File: src/rtl/fe_prefetch_if.sv
// Front-end prefetch bus bundle.
// Groups the redirect, instruction-memory and decode-side signals of fe_prefetch.
//   master : the prefetcher (drives o_*, samples i_*)
//   slave  : the environment (execute stage, instruction memory, decode)
// Signals:
//   i_branch/i_branch_addr        redirect request and target
//   o_mem_req/o_mem_addr          instruction memory request
//   i_mem_gnt                     request accepted this cycle
//   i_mem_rvalid/i_mem_rdata      in-order response
//   o_valid/o_pc/o_instr          queue head towards decode
//   i_ready                       decode accepts head
interface fe_prefetch_if #(
  parameter int unsigned ADDR_W  = 32,
  parameter int unsigned INSTR_W = 32
);
  logic               i_branch;
  logic [ADDR_W-1:0]  i_branch_addr;
  logic               o_mem_req;
  logic [ADDR_W-1:0]  o_mem_addr;
  logic               i_mem_gnt;
  logic               i_mem_rvalid;
  logic [INSTR_W-1:0] i_mem_rdata;
  logic               o_valid;
  logic [ADDR_W-1:0]  o_pc;
  logic [INSTR_W-1:0] o_instr;
  logic               i_ready;

  modport master (
    input  i_branch, i_branch_addr, i_mem_gnt, i_mem_rvalid, i_mem_rdata, i_ready,
    output o_mem_req, o_mem_addr, o_valid, o_pc, o_instr
  );

  modport slave (
    output i_branch, i_branch_addr, i_mem_gnt, i_mem_rvalid, i_mem_rdata, i_ready,
    input  o_mem_req, o_mem_addr, o_valid, o_pc, o_instr
  );
endinterface

File: src/rtl/fe_prefetch.sv
// Instruction prefetch unit.
// Issues sequential fetch requests while credit (queued + in-flight < DEPTH) allows,
// buffers in-order responses in a DEPTH-entry {pc, instr} queue and presents the head
// to decode. A branch flushes the queue and marks every earlier in-flight response
// for discard.
// Ports:
//   clk    rising-edge clock
//   clr_n  asynchronous active-low reset
//   bus    fe_prefetch_if.master (redirect, memory and decode signals)
// Configuration:
//   FE_BRANCH_BYPASS_EN  when defined, the branch target is requested in the branch
//                        cycle itself instead of one cycle later.
module fe_prefetch #(
  parameter int unsigned       ADDR_W   = 32,
  parameter int unsigned       INSTR_W  = 32,
  parameter int unsigned       DEPTH    = 4,
  parameter logic [ADDR_W-1:0] RESET_PC = '0
) (
  input  logic          clk,
  input  logic          clr_n,
  fe_prefetch_if.master bus
);

  localparam int unsigned       PtrW   = $clog2(DEPTH);
  localparam int unsigned       CntW   = PtrW + 1;
  localparam logic [ADDR_W-1:0] PcInc  = ADDR_W'(INSTR_W / 8);
  localparam logic [CntW:0]     DepthS = (CntW + 1)'(DEPTH);

  logic [ADDR_W-1:0]  f_pc_q, f_pc_d;
  // PC of the next response that will be kept; responses arrive in request order.
  logic [ADDR_W-1:0]  resp_pc_q, resp_pc_d;
  logic [PtrW-1:0]    rd_ptr_q, rd_ptr_d;
  logic [PtrW-1:0]    wr_ptr_q, wr_ptr_d;
  logic [CntW-1:0]    count_q, count_d;
  logic [CntW-1:0]    out_cnt_q, out_cnt_d;
  logic [CntW-1:0]    disc_cnt_q, disc_cnt_d;
  logic [ADDR_W-1:0]  pc_q    [DEPTH];
  logic [ADDR_W-1:0]  pc_d    [DEPTH];
  logic [INSTR_W-1:0] instr_q [DEPTH];
  logic [INSTR_W-1:0] instr_d [DEPTH];

  logic credit;
  logic mem_req;
  logic mem_fire;
  logic valid;
  logic pop;
  logic push;

  always_comb begin
    credit = ({1'b0, count_q} + {1'b0, out_cnt_q}) < DepthS;
`ifdef FE_BRANCH_BYPASS_EN
    // The queue is flushed in the branch cycle, so only in-flight requests use credit.
    mem_req         = clr_n & (bus.i_branch ? (out_cnt_q < CntW'(DEPTH)) : credit);
    bus.o_mem_addr  = (clr_n & bus.i_branch) ? bus.i_branch_addr : f_pc_q;
`else
    mem_req         = clr_n & credit & ~bus.i_branch;
    bus.o_mem_addr  = f_pc_q;
`endif
    bus.o_mem_req = mem_req;
    mem_fire      = mem_req & bus.i_mem_gnt;
    valid         = (count_q != '0) & ~bus.i_branch;
    bus.o_valid   = valid;
    bus.o_pc      = pc_q[rd_ptr_q];
    bus.o_instr   = instr_q[rd_ptr_q];
    pop           = valid & bus.i_ready;
    push          = bus.i_mem_rvalid & ~bus.i_branch & (disc_cnt_q == '0);
  end

  always_comb begin
    f_pc_d     = f_pc_q;
    resp_pc_d  = resp_pc_q;
    rd_ptr_d   = rd_ptr_q;
    wr_ptr_d   = wr_ptr_q;
    count_d    = count_q;
    out_cnt_d  = out_cnt_q;
    disc_cnt_d = disc_cnt_q;
    pc_d       = pc_q;
    instr_d    = instr_q;

    if (bus.i_branch) begin
      count_d    = '0;
      rd_ptr_d   = '0;
      wr_ptr_d   = '0;
      // Everything already in flight is stale; a response landing now is dropped here.
      disc_cnt_d = out_cnt_q - CntW'(bus.i_mem_rvalid);
      // mem_fire can only be set here with the bypass enabled; that request is kept.
      out_cnt_d  = out_cnt_q - CntW'(bus.i_mem_rvalid) + CntW'(mem_fire);
      f_pc_d     = mem_fire ? bus.i_branch_addr + PcInc : bus.i_branch_addr;
      resp_pc_d  = bus.i_branch_addr;
    end else begin
      out_cnt_d = out_cnt_q + CntW'(mem_fire) - CntW'(bus.i_mem_rvalid);
      if (mem_fire) begin
        f_pc_d = f_pc_q + PcInc;
      end
      if (bus.i_mem_rvalid && (disc_cnt_q != '0)) begin
        disc_cnt_d = disc_cnt_q - 1'b1;
      end
      if (push) begin
        pc_d[wr_ptr_q]    = resp_pc_q;
        instr_d[wr_ptr_q] = bus.i_mem_rdata;
        wr_ptr_d          = wr_ptr_q + 1'b1;
        resp_pc_d         = resp_pc_q + PcInc;
      end
      if (pop) begin
        rd_ptr_d = rd_ptr_q + 1'b1;
      end
      count_d = count_q + CntW'(push) - CntW'(pop);
    end
  end

  always_ff @(posedge clk or negedge clr_n) begin
    if (!clr_n) begin
      f_pc_q     <= RESET_PC;
      resp_pc_q  <= RESET_PC;
      rd_ptr_q   <= '0;
      wr_ptr_q   <= '0;
      count_q    <= '0;
      out_cnt_q  <= '0;
      disc_cnt_q <= '0;
      for (int i = 0; i < DEPTH; i++) begin
        pc_q[i]    <= '0;
        instr_q[i] <= '0;
      end
    end else begin
      f_pc_q     <= f_pc_d;
      resp_pc_q  <= resp_pc_d;
      rd_ptr_q   <= rd_ptr_d;
      wr_ptr_q   <= wr_ptr_d;
      count_q    <= count_d;
      out_cnt_q  <= out_cnt_d;
      disc_cnt_q <= disc_cnt_d;
      pc_q       <= pc_d;
      instr_q    <= instr_d;
    end
  end

endmodule

File: src/flat_wrapper.sv
// flat-port wrapper written by rule: the top's interface ports become plain ports
module fe_prefetch_flat 
#(
  parameter int unsigned       ADDR_W   = 32,
  parameter int unsigned       INSTR_W  = 32,
  parameter int unsigned       DEPTH    = 4,
  parameter logic [ADDR_W-1:0] RESET_PC = '0
)
  (clk, clr_n, bus_i_branch, bus_i_branch_addr, bus_i_mem_gnt, bus_i_mem_rvalid, bus_i_mem_rdata, bus_i_ready, bus_o_mem_req, bus_o_mem_addr, bus_o_valid, bus_o_pc, bus_o_instr);
  fe_prefetch_if #(.ADDR_W(ADDR_W), .INSTR_W(INSTR_W)) bus_i ();
  input  logic clk;
  input  logic clr_n;
  input wire logic [$bits(bus_i.i_branch)-1:0] bus_i_branch;
  input wire logic [$bits(bus_i.i_branch_addr)-1:0] bus_i_branch_addr;
  input wire logic [$bits(bus_i.i_mem_gnt)-1:0] bus_i_mem_gnt;
  input wire logic [$bits(bus_i.i_mem_rvalid)-1:0] bus_i_mem_rvalid;
  input wire logic [$bits(bus_i.i_mem_rdata)-1:0] bus_i_mem_rdata;
  input wire logic [$bits(bus_i.i_ready)-1:0] bus_i_ready;
  output wire logic [$bits(bus_i.o_mem_req)-1:0] bus_o_mem_req;
  output wire logic [$bits(bus_i.o_mem_addr)-1:0] bus_o_mem_addr;
  output wire logic [$bits(bus_i.o_valid)-1:0] bus_o_valid;
  output wire logic [$bits(bus_i.o_pc)-1:0] bus_o_pc;
  output wire logic [$bits(bus_i.o_instr)-1:0] bus_o_instr;
  assign bus_i.i_branch = bus_i_branch;
  assign bus_i.i_branch_addr = bus_i_branch_addr;
  assign bus_i.i_mem_gnt = bus_i_mem_gnt;
  assign bus_i.i_mem_rvalid = bus_i_mem_rvalid;
  assign bus_i.i_mem_rdata = bus_i_mem_rdata;
  assign bus_i.i_ready = bus_i_ready;
  assign bus_o_mem_req = bus_i.o_mem_req;
  assign bus_o_mem_addr = bus_i.o_mem_addr;
  assign bus_o_valid = bus_i.o_valid;
  assign bus_o_pc = bus_i.o_pc;
  assign bus_o_instr = bus_i.o_instr;
  fe_prefetch #(.ADDR_W(ADDR_W), .INSTR_W(INSTR_W), .DEPTH(DEPTH), .RESET_PC(RESET_PC)) u_core (.clk(clk), .clr_n(clr_n), .bus(bus_i));
endmodule
File: config.mk
export PLATFORM = sky130hd
export DESIGN_NAME = fe_prefetch_flat
export DESIGN_NICKNAME = d
export VERILOG_FILES = /design/src/rtl/fe_prefetch_if.sv /design/src/rtl/fe_prefetch.sv /design/src/flat_wrapper.sv
export SDC_FILE = /design/constraint.sdc
export NUM_CORES = 1
export LEC_CHECK = 0
export ABC_AREA = 1
export CAP_MARGIN = 5
export CORE_MARGIN = 1
export CORE_UTILIZATION = 30
export DETAILED_ROUTE_END_ITERATION = 8
export HOLD_SLACK_MARGIN = 0.03
export SYNTH_ARGS = -nofsm -noshare
export SYNTH_HDL_FRONTEND = slang
export SYNTH_SLANG_ARGS = --single-unit
File: constraint.sdc
create_clock -name clk -period 2.55 [get_ports clk]
set_clock_uncertainty 0.15 [all_clocks]
set_input_delay 0.51 -clock clk [delete_from_list [all_inputs] [get_ports clk]]
set_output_delay 0.51 -clock clk [all_outputs]
set_load 0.02 [all_outputs]
==> impl_metrics.yaml, run 1 <==
setup_path:
  timing.rr.end: "u_core.out_cnt_q[2]"
  cp_slowest_cell: "dfrtp_4"
  crit_required_ps: 1890
  reg2reg_depth: 10
  crit_start: "u_core.rd_ptr_q[0]"
  arrival_ps: 2010
  cp_cell_sequence: "bufbuf_16 -> buf_4 -> o21ai_0 -> o22ai_1 -> buf_2"
  r2r_slack_ps: 260
  crit_path_end: "bus_o_pc[2]"
  reg2reg_from: "u_core.count_q[1]"
  crit_path_start_kind: "register"
  crit_fanout: 10
  critPathMaxStageDelay_ps: 560
  path_class: "register to output pin"
  critPathCaptureType: "output pin"
global_route:
  grt_pass1_wl_mm: 78.98
  grt_pass1_vias: 14118
  grtUsageTotal_pct: 17.92
  grt_overflow: 0
  antenna_found_initial: 0
  grt_start_max_net_pins: 132
floorplanning:
  dieArea_mm2: 0.05553
  die_y_um: 235.6
  dieWidth_um: 235.6
  rows: 85
  io-pin-count: 168
  initial_utilization_pct: 30.37
  core-area_mm2: 0.05392
clocking:
  cts_buffers: 40
  cts.clk_slew.worst_paths_ps: 60
  cts-root-buf: "clkbuf_16"
  tritoncts: "yes"
  h-tree-depth: 2
  clk_latency_ps: 560
  cts.path.max_buffers: 3
  cts.sinks: 333
status:
  violations: "negative setup slack"
  status: "complete, but fails checks"
final_layout:
  ff_latch_area_mm2: 0.008339
  nFillCells: 5371
  layout-drive-gt1-share_pct: 15.98
  antenna_cells: 0
  multiInputGateArea_mm2: 0.007141
  fin_nets: 2275
  syn_to_final_growth_pct: 29.64
pwr:
  ir_worst_vdd_uv: 465.6
  power.leakage_uw: 0.009790
  power.density_mw_per_mm2: 1061
run:
  drv_cap: 0
yosys:
  postSynthCellCount: 1998
  seq_area_frac_synth_pct: 50.88
  synth_area_leaders: "dfrtp_1 (51%), nand2_1 (12%), o21ai_1 (7.2%)"
  yosysWarnings: 0
  synth.top_cell.area_share_pct: 50.88
  yosysUniqueCellTypes: 40
  synth_nets: 2087
  mappedNetlistArea_mm2: 0.01638
  yosys.area.top_type: "dfrtp_1"
  synth_seq_cells: 333
  avgSynthCellArea_um2: 8.197
sta:
  rsz0062_at_grt: "true"
  fmax_mhz: 375.0
  hold_violations: 0
  period_needed_ps: 2666
  max_slew_margin_pct: 49.74
  setup_ws_ps: -116.4
  setup_viol: 49
  drv_slew: 0
  worstMarginPinSlew_ps: 754.0
  setup_tns_ps: -2524
  fin_crit_sh_pct: 104.6
routing:
  viasPerCell: 4.971
  drc_errors: 0
  drt_wl_total_mm: 50.14
  firstDrtPassIters: 5
  wl_per_cell_um: 17.23
  vias: 14471
  drt_iter0_drc: 1321
  ant_nets: 0
place:
  io_buffers: 167
  pre_cts_slack_ps: -104.6
  dp_hpwl_mm: 31.81
  gp_congestion: 0.8911
worst_hold_path:
  hold_path.class: "input port to register"
==> power breakdown <==
part           leakage, µW  total, µW  switching, µW  internal, µW
Clock             0.000682       5980           2310          3670
Combinational      0.00469       9300           5160          4140
Sequential         0.00442       7240            834          6400
Total              0.00979      22500           8310         14200
==> metal layers <==
metal | vias up | wire length [µm] | track usage [%]
li1 | 6983 | - | -
met1 | 6923 | 22780 | 24.37
met2 | 477 | 22710 | 28.58
met3 | 88 | 3207 | 3.189
met4 | 0 | 1449 | 6.239
met5 | - | 0 | 0
==> placed cells by master, fill, tap and decap left out, types with 5 or more instances in the layout <==
| cell type | Yosys | routed |
|---|---|---|
| o211ai_1 | 21 | 21 |
| a31oi_1 | 7 | 7 |
| nand2_1 | 523 | 523 |
| dfrtp_1 | 333 | 330 |
| nor2_2 | 4 | 23 |
| clkbuf_16 | 0 | 43 |
| clkbuf_1 | 36 | 7 |
| ha_1 | 17 | 17 |
| inv_2 | 5 | 5 |
| o21bai_1 | 6 | 6 |
| xor2_1 | 11 | 11 |
| o22ai_2 | 0 | 26 |
| buf_6 | 48 | 27 |
| buf_16 | 0 | 9 |
| nand4_1 | 6 | 6 |
| nor3_1 | 9 | 9 |
| or2_2 | 9 | 9 |
| nand2_4 | 2 | 6 |
| o22ai_1 | 64 | 37 |
| clkinv_2 | 0 | 6 |
| o21ai_2 | 19 | 37 |
| clkdlybuf4s50_1 | 0 | 99 |
| buf_2 | 22 | 6 |
| clkbuf_8 | 0 | 11 |
| buf_12 | 0 | 31 |
| buf_4 | 5 | 76 |
| nand3_1 | 85 | 85 |
| nor2_1 | 209 | 184 |
| inv_1 | 126 | 124 |
| a21oi_1 | 12 | 11 |
| nor2_4 | 1 | 7 |
| o21ai_0 | 158 | 96 |
| o21ai_4 | 0 | 6 |
| o21ai_1 | 237 | 275 |
==> cells in the mapped netlist <==
cell type	instances
nand2_1	523
dfrtp_1	333
o21ai_1	237
nor2_1	209
o21ai_0	158
inv_1	126
nand3_1	85
o22ai_1	64
buf_6	48
clkbuf_1	36
buf_2	22
o211ai_1	21
o21ai_2	19
ha_1	17
a21oi_1	12
xor2_1	11
nor3_1	9
or2_2	9
a31oi_1	7
nand2_2	6
nand4_1	6
o21bai_1	6
buf_4	5
inv_2	5
nor2_2	4
a22oi_1	3
buf_1	2
fa_1	2
nand2_4	2
a21o_1	1
clkinv_4	1
nand3b_1	1
nor2_4	1
nor2b_2	1
nor3_2	1
nor3_4	1
nor3b_1	1
o221ai_1	1
o31ai_1	1
xnor2_1	1
==> layout make-up <==
| cell class | count | share of cell area [%] |
|---|---|---|
| sequential | 333 | 39.28 |
| multi-input combinational | 1420 | 33.63 |
| timing repair buffer | 259 | 14.09 |
| clock buffer | 59 | 5.669 |
| tap | 696 | 4.102 |
| inverter | 132 | 2.440 |
| clock inverter | 12 | 0.7897 |
==> critical path: cells and delay by family (launching register included) <==
family / cells / cell delay [ps]
buffers and inverters: 3 / 620
flip-flops: 1 / 560
AO/OA/AOI/OAI: 2 / 270
==> sequential cells by signal, indices dropped and copies added (netlist names) <==
register,count
u_core.rd_ptr_q,2
u_core.instr_q,128
u_core.out_cnt_q,3
u_core.disc_cnt_q,3
u_core.resp_pc_q,32
u_core.count_q,3
u_core.wr_ptr_q,2
u_core.pc_q,128
u_core.bus.o_mem_addr,32
==> what timing repair did <==
item / CTS / global route
pin swaps: 28 / 21
gates cloned: 10 / 2
hold buffers: 1 / 0
resized for setup: 440 / 79
hold endpoints to repair: 158 / 0
buffers inserted: 8 / 6
setup endpoints to repair: 66 / 65
==> stage by stage <==
step	instances	area, µm²	util [%]	hold slack, ps	power [µW]
after floorplan	1998	16380	-	64.41	11580
final	2911	21230	39.37	319.0	22520
after global placement	2814	18990	35.21	310.1	15320
after CTS	2904	20910	38.78	293.6	22330
after global routing	2911	21230	39.37	339.8	23800
after detailed placement	2814	18990	35.21	311.6	15470
==> cells by family after synthesis <==
kind of cell | count (synthesis) | synth area share [%]
compound gates | 530 | 17.69
xor+xnor | 12 | 0.6418
fa+ha+maj | 19 | 1.543
buf+inv | 245 | 8.129
flops | 333 | 50.88
simple gates | 859 | 21.12
==> how the worst min path moves through the flow <==
stage                     slack (ps)                        to            start  cells past startpoint
final                            320         u_core.count_q[1]     bus_i_branch                      4
after global routing             340         u_core.count_q[1]     bus_i_branch                      4
after CTS                        290         u_core.count_q[1]     bus_i_branch                      4
after detailed placement         310           u_core.pc_q[46]  u_core.pc_q[46]                      2
after global placement           310           u_core.pc_q[43]  u_core.pc_q[43]                      2
after floorplan                   60  u_core.bus.o_mem_addr[0]            clr_n                      0
(Power assumes the default switching activity.)
==> inputs of run 2 (changes only) <==
==> constraint.sdc (replaced) <==
create_clock -name clk -period 2.55 [get_ports clk]
set_clock_uncertainty 0.15 [all_clocks]
set_input_delay 0.3825 -clock clk [delete_from_list [all_inputs] [get_ports clk]]
set_output_delay 0.3825 -clock clk [all_outputs]
set_load 0.02 [all_outputs]
==> run 2 against run 1 <==
The run now ends clean; hold slack got worse by 120 ps; design area decreased by 4.1%; die area unchanged; routed wire length grew 0.49%; total power is 5.5% lower; via count grew 0.49%; maximum frequency is 5.5% higher; non-clock buffer count down 28; setup slack better by 140 ps; sequential share of layout area is 1.7 points higher; critical path type unchanged.
==> impl_metrics.yaml, run 2 (synthesis gave the netlist of run 1 again) <==
status:
  status: "complete, no violations"
place:
  dp.cells: 2791
  gp_congestion: 0.8864
  placed_area_mm2: 0.01866
  pre_cts_slack_ps: 48.92
  dp_hpwl_mm: 30.87
  io_buffers: 167
global_route:
  grtUsageTotal_pct: 17.34
  grt_pass1_vias: 13929
  antenna_found_initial: 0
  use_met3_pct: 3.236
  use_met2_pct: 27.18
  grt_start_max_net_pins: 169
  top_usage_layer: "met2"
  use_met1_pct: 23.93
  grt_overflow: 0
  grt_pass1_wl_mm: 77.16
worst_hold_path:
  hold_path.class: "input port to register"
  hp-start: "bus_i_branch"
  holdPathStages: 5
  min_to: "u_core.rd_ptr_q[1]"
final_layout:
  antenna_cells: 0
  fin_area_mm2: 0.02036
  syn_to_final_growth_pct: 24.30
  nFillCells: 5456
  final_common_cell: "nand2_1"
  reg.largest.list: "u_core.instr_q x128, u_core.pc_q x128"
  layout-drive-gt1-share_pct: 12.07
  most-common-layout-cells: "nand2_1 (523), dfrtp_1 (331), o21ai_1 (252)"
  fin_nets: 2247
  finalNonFillerCells: 2883
sta:
  setup_ws_ps: 23.50
  setup_viol: 0
  worstMarginPinSlew_ps: 978.2
  fmax_mhz: 395.8
  max_slew_margin_pct: 34.79
  fin_crit_sh_pct: 99.08
  hold_violations: 0
  period_needed_ps: 2526
  setup_tns_ps: 0
  drv_slew: 0
  rsz0062_at_grt: "true"
routing:
  drt_wl_total_mm: 50.39
  vias: 14542
  firstDrtPassIters: 5
  drt_iter0_drc: 1158
  ant_nets: 0
  drc_errors: 0
  viasPerCell: 5.044
  wl_per_cell_um: 17.48
pwr:
  combPwrFrac_pct: 39.2
  pwr-share-seq_pct: 33.8
  p_total_uw: 21270
  power_frac_clock_pct: 27.1
  ir_worst_vdd_uv: 507.2
  power.density_mw_per_mm2: 1045
  switching_share_pct: 37.84
  intPower_uw: 13220
  switching_power_uw: 8049
  power.leakage_uw: 0.009481
floorplanning:
  dieArea_mm2: 0.05553
  io-pin-count: 168
  initial_utilization_pct: 30.37
  die_y_um: 235.6
  core-area_mm2: 0.05392
  rows: 85
  dieWidth_um: 235.6
clocking:
  tritoncts: "yes"
  cts.path.max_buffers: 3
  cts_buffers: 40
  h-tree-depth: 2
  cts-root-buf: "clkbuf_16"
  cts.sinks: 333
  cts.clk_slew.worst_paths_ps: 50
  clk_latency_ps: 550
setup_path:
  crit_fanout: 10
  crit_required_ps: 2020
  path_class: "register to output pin"
  reg2reg_depth: 10
  crit_path_start_kind: "register"
  reg2reg_from: "u_core.count_q[1]"
  critPathCaptureType: "output pin"
  r2r_slack_ps: 230
  arrival_ps: 1990
  timing.rr.end: "u_core.out_cnt_q[2]"
run:
  drv_cap: 0
## run 2: changes by cell type in the layout (fill, tap and decap cells not counted), moves of 15 or more
cell	delta
o21ai_2	-17
buf_4	-27
nor2_1	+24
o21ai_1	-23
buf_6	-23
nor2_2	-18
o21ai_0	+46
buf_12	-15
buf_2	+31
## run 2: critical path, cell delays in order, from the launching register on
cell and delay (ps):
dfrtp_4 530, inv_8 110, buf_12 160, clkbuf_16 170
nor2_1 40, o22ai_1 220, buf_4 190
## run 2: cell type report
class | count | area (µm²) | area share (%)
clock buffer | 59 | 1192 | 5.857
clock inverter | 12 | 136.4 | 0.6699
inverter | 132 | 513.0 | 2.520
multi-input combinational | 1420 | 6833 | 33.56
sequential | 333 | 8338 | 40.96
tap | 696 | 870.8 | 4.278
timing repair buffer | 231 | 2474 | 12.15
## run 2: how the worst max path moves through the flow
| stage | start | to | depth (start not counted) |
|---|---|---|---|
| final | u_core.rd_ptr_q[0] | bus_o_instr[20] | 6 |
| after floorplan | bus_i_branch | u_core.count_q[2] | 11 |
| after global routing | u_core.rd_ptr_q[0] | bus_o_instr[20] | 6 |
| after detailed placement | bus_i_mem_rvalid | u_core.count_q[2] | 11 |
| after global placement | bus_i_mem_rvalid | u_core.out_cnt_q[2] | 9 |
| after CTS | u_core.rd_ptr_q[0] | bus_o_pc[12] | 6 |
## run 2: power groups by stage
stage | Clock, µW | Combinational, µW | Sequential, µW
after CTS | 5900 | 7860 | 7150
final | 5760 | 8330 | 7180
after global placement | 0 | 7930 | 7180
after global routing | 6120 | 9080 | 7330
after floorplan | 0 | 4440 | 7140
after detailed placement | 0 | 8040 | 7220
## run 2: routing by layer
layer | share of wire (%) | wire [µm] | up-vias
li1 | - | - | 6923
met1 | 45 | 22790 | 7005
met2 | 45 | 22820 | 531
met3 | 6.4 | 3244 | 83
met4 | 3.0 | 1532 | 0
met5 | 0 | 0 | -
## run 2: per-stage QoR
step	hold slack, ps	utilization [%]
floorplan	-63.09	-
global placement	309.3	34.61
detailed placement	314.0	34.61
CTS	169.4	37.18
global route	220.2	37.75
finish	197.9	37.75
## run 2: what timing repair did
item	CTS	global route
gates resized for setup	278	58
endpoints found under the hold margin	333	0
endpoints found under the setup margin	65	44
hold buffers	1	0
cloned	4	11
buffers inserted	4	1
pin swaps	2	8
==> edit: new RTL, flow settings as in run 2 <==
`ADDR_W` is set to 32 in 3 places; all go to 40.
--- a/src/rtl/fe_prefetch_if.sv
+++ b/src/rtl/fe_prefetch_if.sv
@@ -10,7 +10,7 @@
 //   o_valid/o_pc/o_instr          queue head towards decode
 //   i_ready                       decode accepts head
 interface fe_prefetch_if #(
-  parameter int unsigned ADDR_W  = 32,
+  parameter int unsigned ADDR_W  = 40,
   parameter int unsigned INSTR_W = 32
 );
   logic               i_branch;
--- a/src/rtl/fe_prefetch.sv
+++ b/src/rtl/fe_prefetch.sv
@@ -11,7 +11,7 @@
 //   FE_BRANCH_BYPASS_EN  when defined, the branch target is requested in the branch
 //                        cycle itself instead of one cycle later.
 module fe_prefetch #(
-  parameter int unsigned       ADDR_W   = 32,
+  parameter int unsigned       ADDR_W   = 40,
   parameter int unsigned       INSTR_W  = 32,
   parameter int unsigned       DEPTH    = 4,
   parameter logic [ADDR_W-1:0] RESET_PC = '0
--- a/src/flat_wrapper.sv
+++ b/src/flat_wrapper.sv
@@ -1,7 +1,7 @@
 // flat-port wrapper written by rule: the top's interface ports become plain ports
 module fe_prefetch_flat 
 #(
-  parameter int unsigned       ADDR_W   = 32,
+  parameter int unsigned       ADDR_W   = 40,
   parameter int unsigned       INSTR_W  = 32,
   parameter int unsigned       DEPTH    = 4,
   parameter logic [ADDR_W-1:0] RESET_PC = '0
Ports: changed (resized bus_i_branch_addr, bus_o_mem_addr and bus_o_pc); port bits go from 168 to 192. The function was not compared with the original's and may differ.
==> edit against run 2 <==
The flow now finishes with violations (negative setup slack); sequential power is 15% higher; routed wire length is 24% higher; power is 20% higher; area after synthesis is 14% higher; register-to-register slack worse by 0.09 ns; setup slack worse by 0.057 ns; design area is 20% higher; sequential cell count is 48 higher; critical path type unchanged; highest routed layer unchanged.
==> edit: results (changes against run 2) <==
The worst max-slew margin expressed relative to the limit was 37.4% (was 34.8%). The via count of the first global-routing pass came out at 16,700 (was 13,900). The iteration count of the initial detailed-routing pass was 8 (was 5); the number of vias per cell after detailed routing was 5.01 (was 5.04).

The setup slack after layout was -0.0331 ns (was 0.0235 ns); the maximum number of pins on one net before global-route repair was 147 (was 169). The run finished, with violations left. The logs give 95,800 um (was 77,200 um) for the first-pass GRT wire length and 15 (was 0) for the final-report setup violation count.

The aggregate routed wire length was 62,500 um (was 50,400 um); the share of final-layout standard cells stronger than drive strength 1 was 15.6% (was 12.1%). The run gives 21,600 um^2 (was 18,700 um^2) as the post-place instance area. The number of buffers inserted to repair setup after CTS came out at 10 (was 4).

Met2 wire length: 29,500 um (was 22,800 um). The run gives 0.000555 V (was 0.000507 V) as the maximum vdd ir drop. The detailed-placement wirelength estimate was 39,900 um (was 30,900 um); the synthesized instance count was 2,308 (was 1,998). The xor and xnor area share after synthesis is 1.36% (was 0.642%), and the part of the total power dissipated in the clock network is 26.4% (was 27.1%).

The detailed router's first-iteration violation count is 1,499 (was 1,158), and the worst slack after detailed placement is -0.00512 ns (was 0.0489 ns). The checks that failed: negative setup slack. The tools report the synthesized net count as 2,405 (was 2,087). Synthesized-area fraction occupied by ao, oa, aoi and oai cells: 17.7% (about the same). The worst hold-check slack is 0.112 ns (was 0.198 ns).
## edit: cell types whose count changed in the layout (fill, tap and decap cells not counted), moves of 16 or more
cell,delta
o21ai_0,+102
o21ai_1,-52
dfrtp_1,+48
nand2_1,+47
nor2_2,+34
buf_2,-33
buf_6,+30
inv_1,+22
buf_4,+20
buf_12,+18
clkdlybuf4s50_1,+16
xor2_1,+16
## edit: kinds of logic after synthesis
kind of cell,after synthesis
buffers and inverters,287
flip-flops,381
XOR/XNOR,29
adder cells (fa/ha/maj),19
AND/OR/NAND/NOR,973
AO/OA/AOI/OAI,619
## edit: final cells by class
cell class | count | area, um^2
inverters | 157 | 617
well taps | 837 | 1050
multi-input cells | 1640 | 8380
repair inverters | 1 | 16.3
clock inverters | 20 | 289
fillers | 6178 | 37100
flip-flops and latches | 381 | 9540
repair buffers | 280 | 3340
clock buffers | 59 | 1250
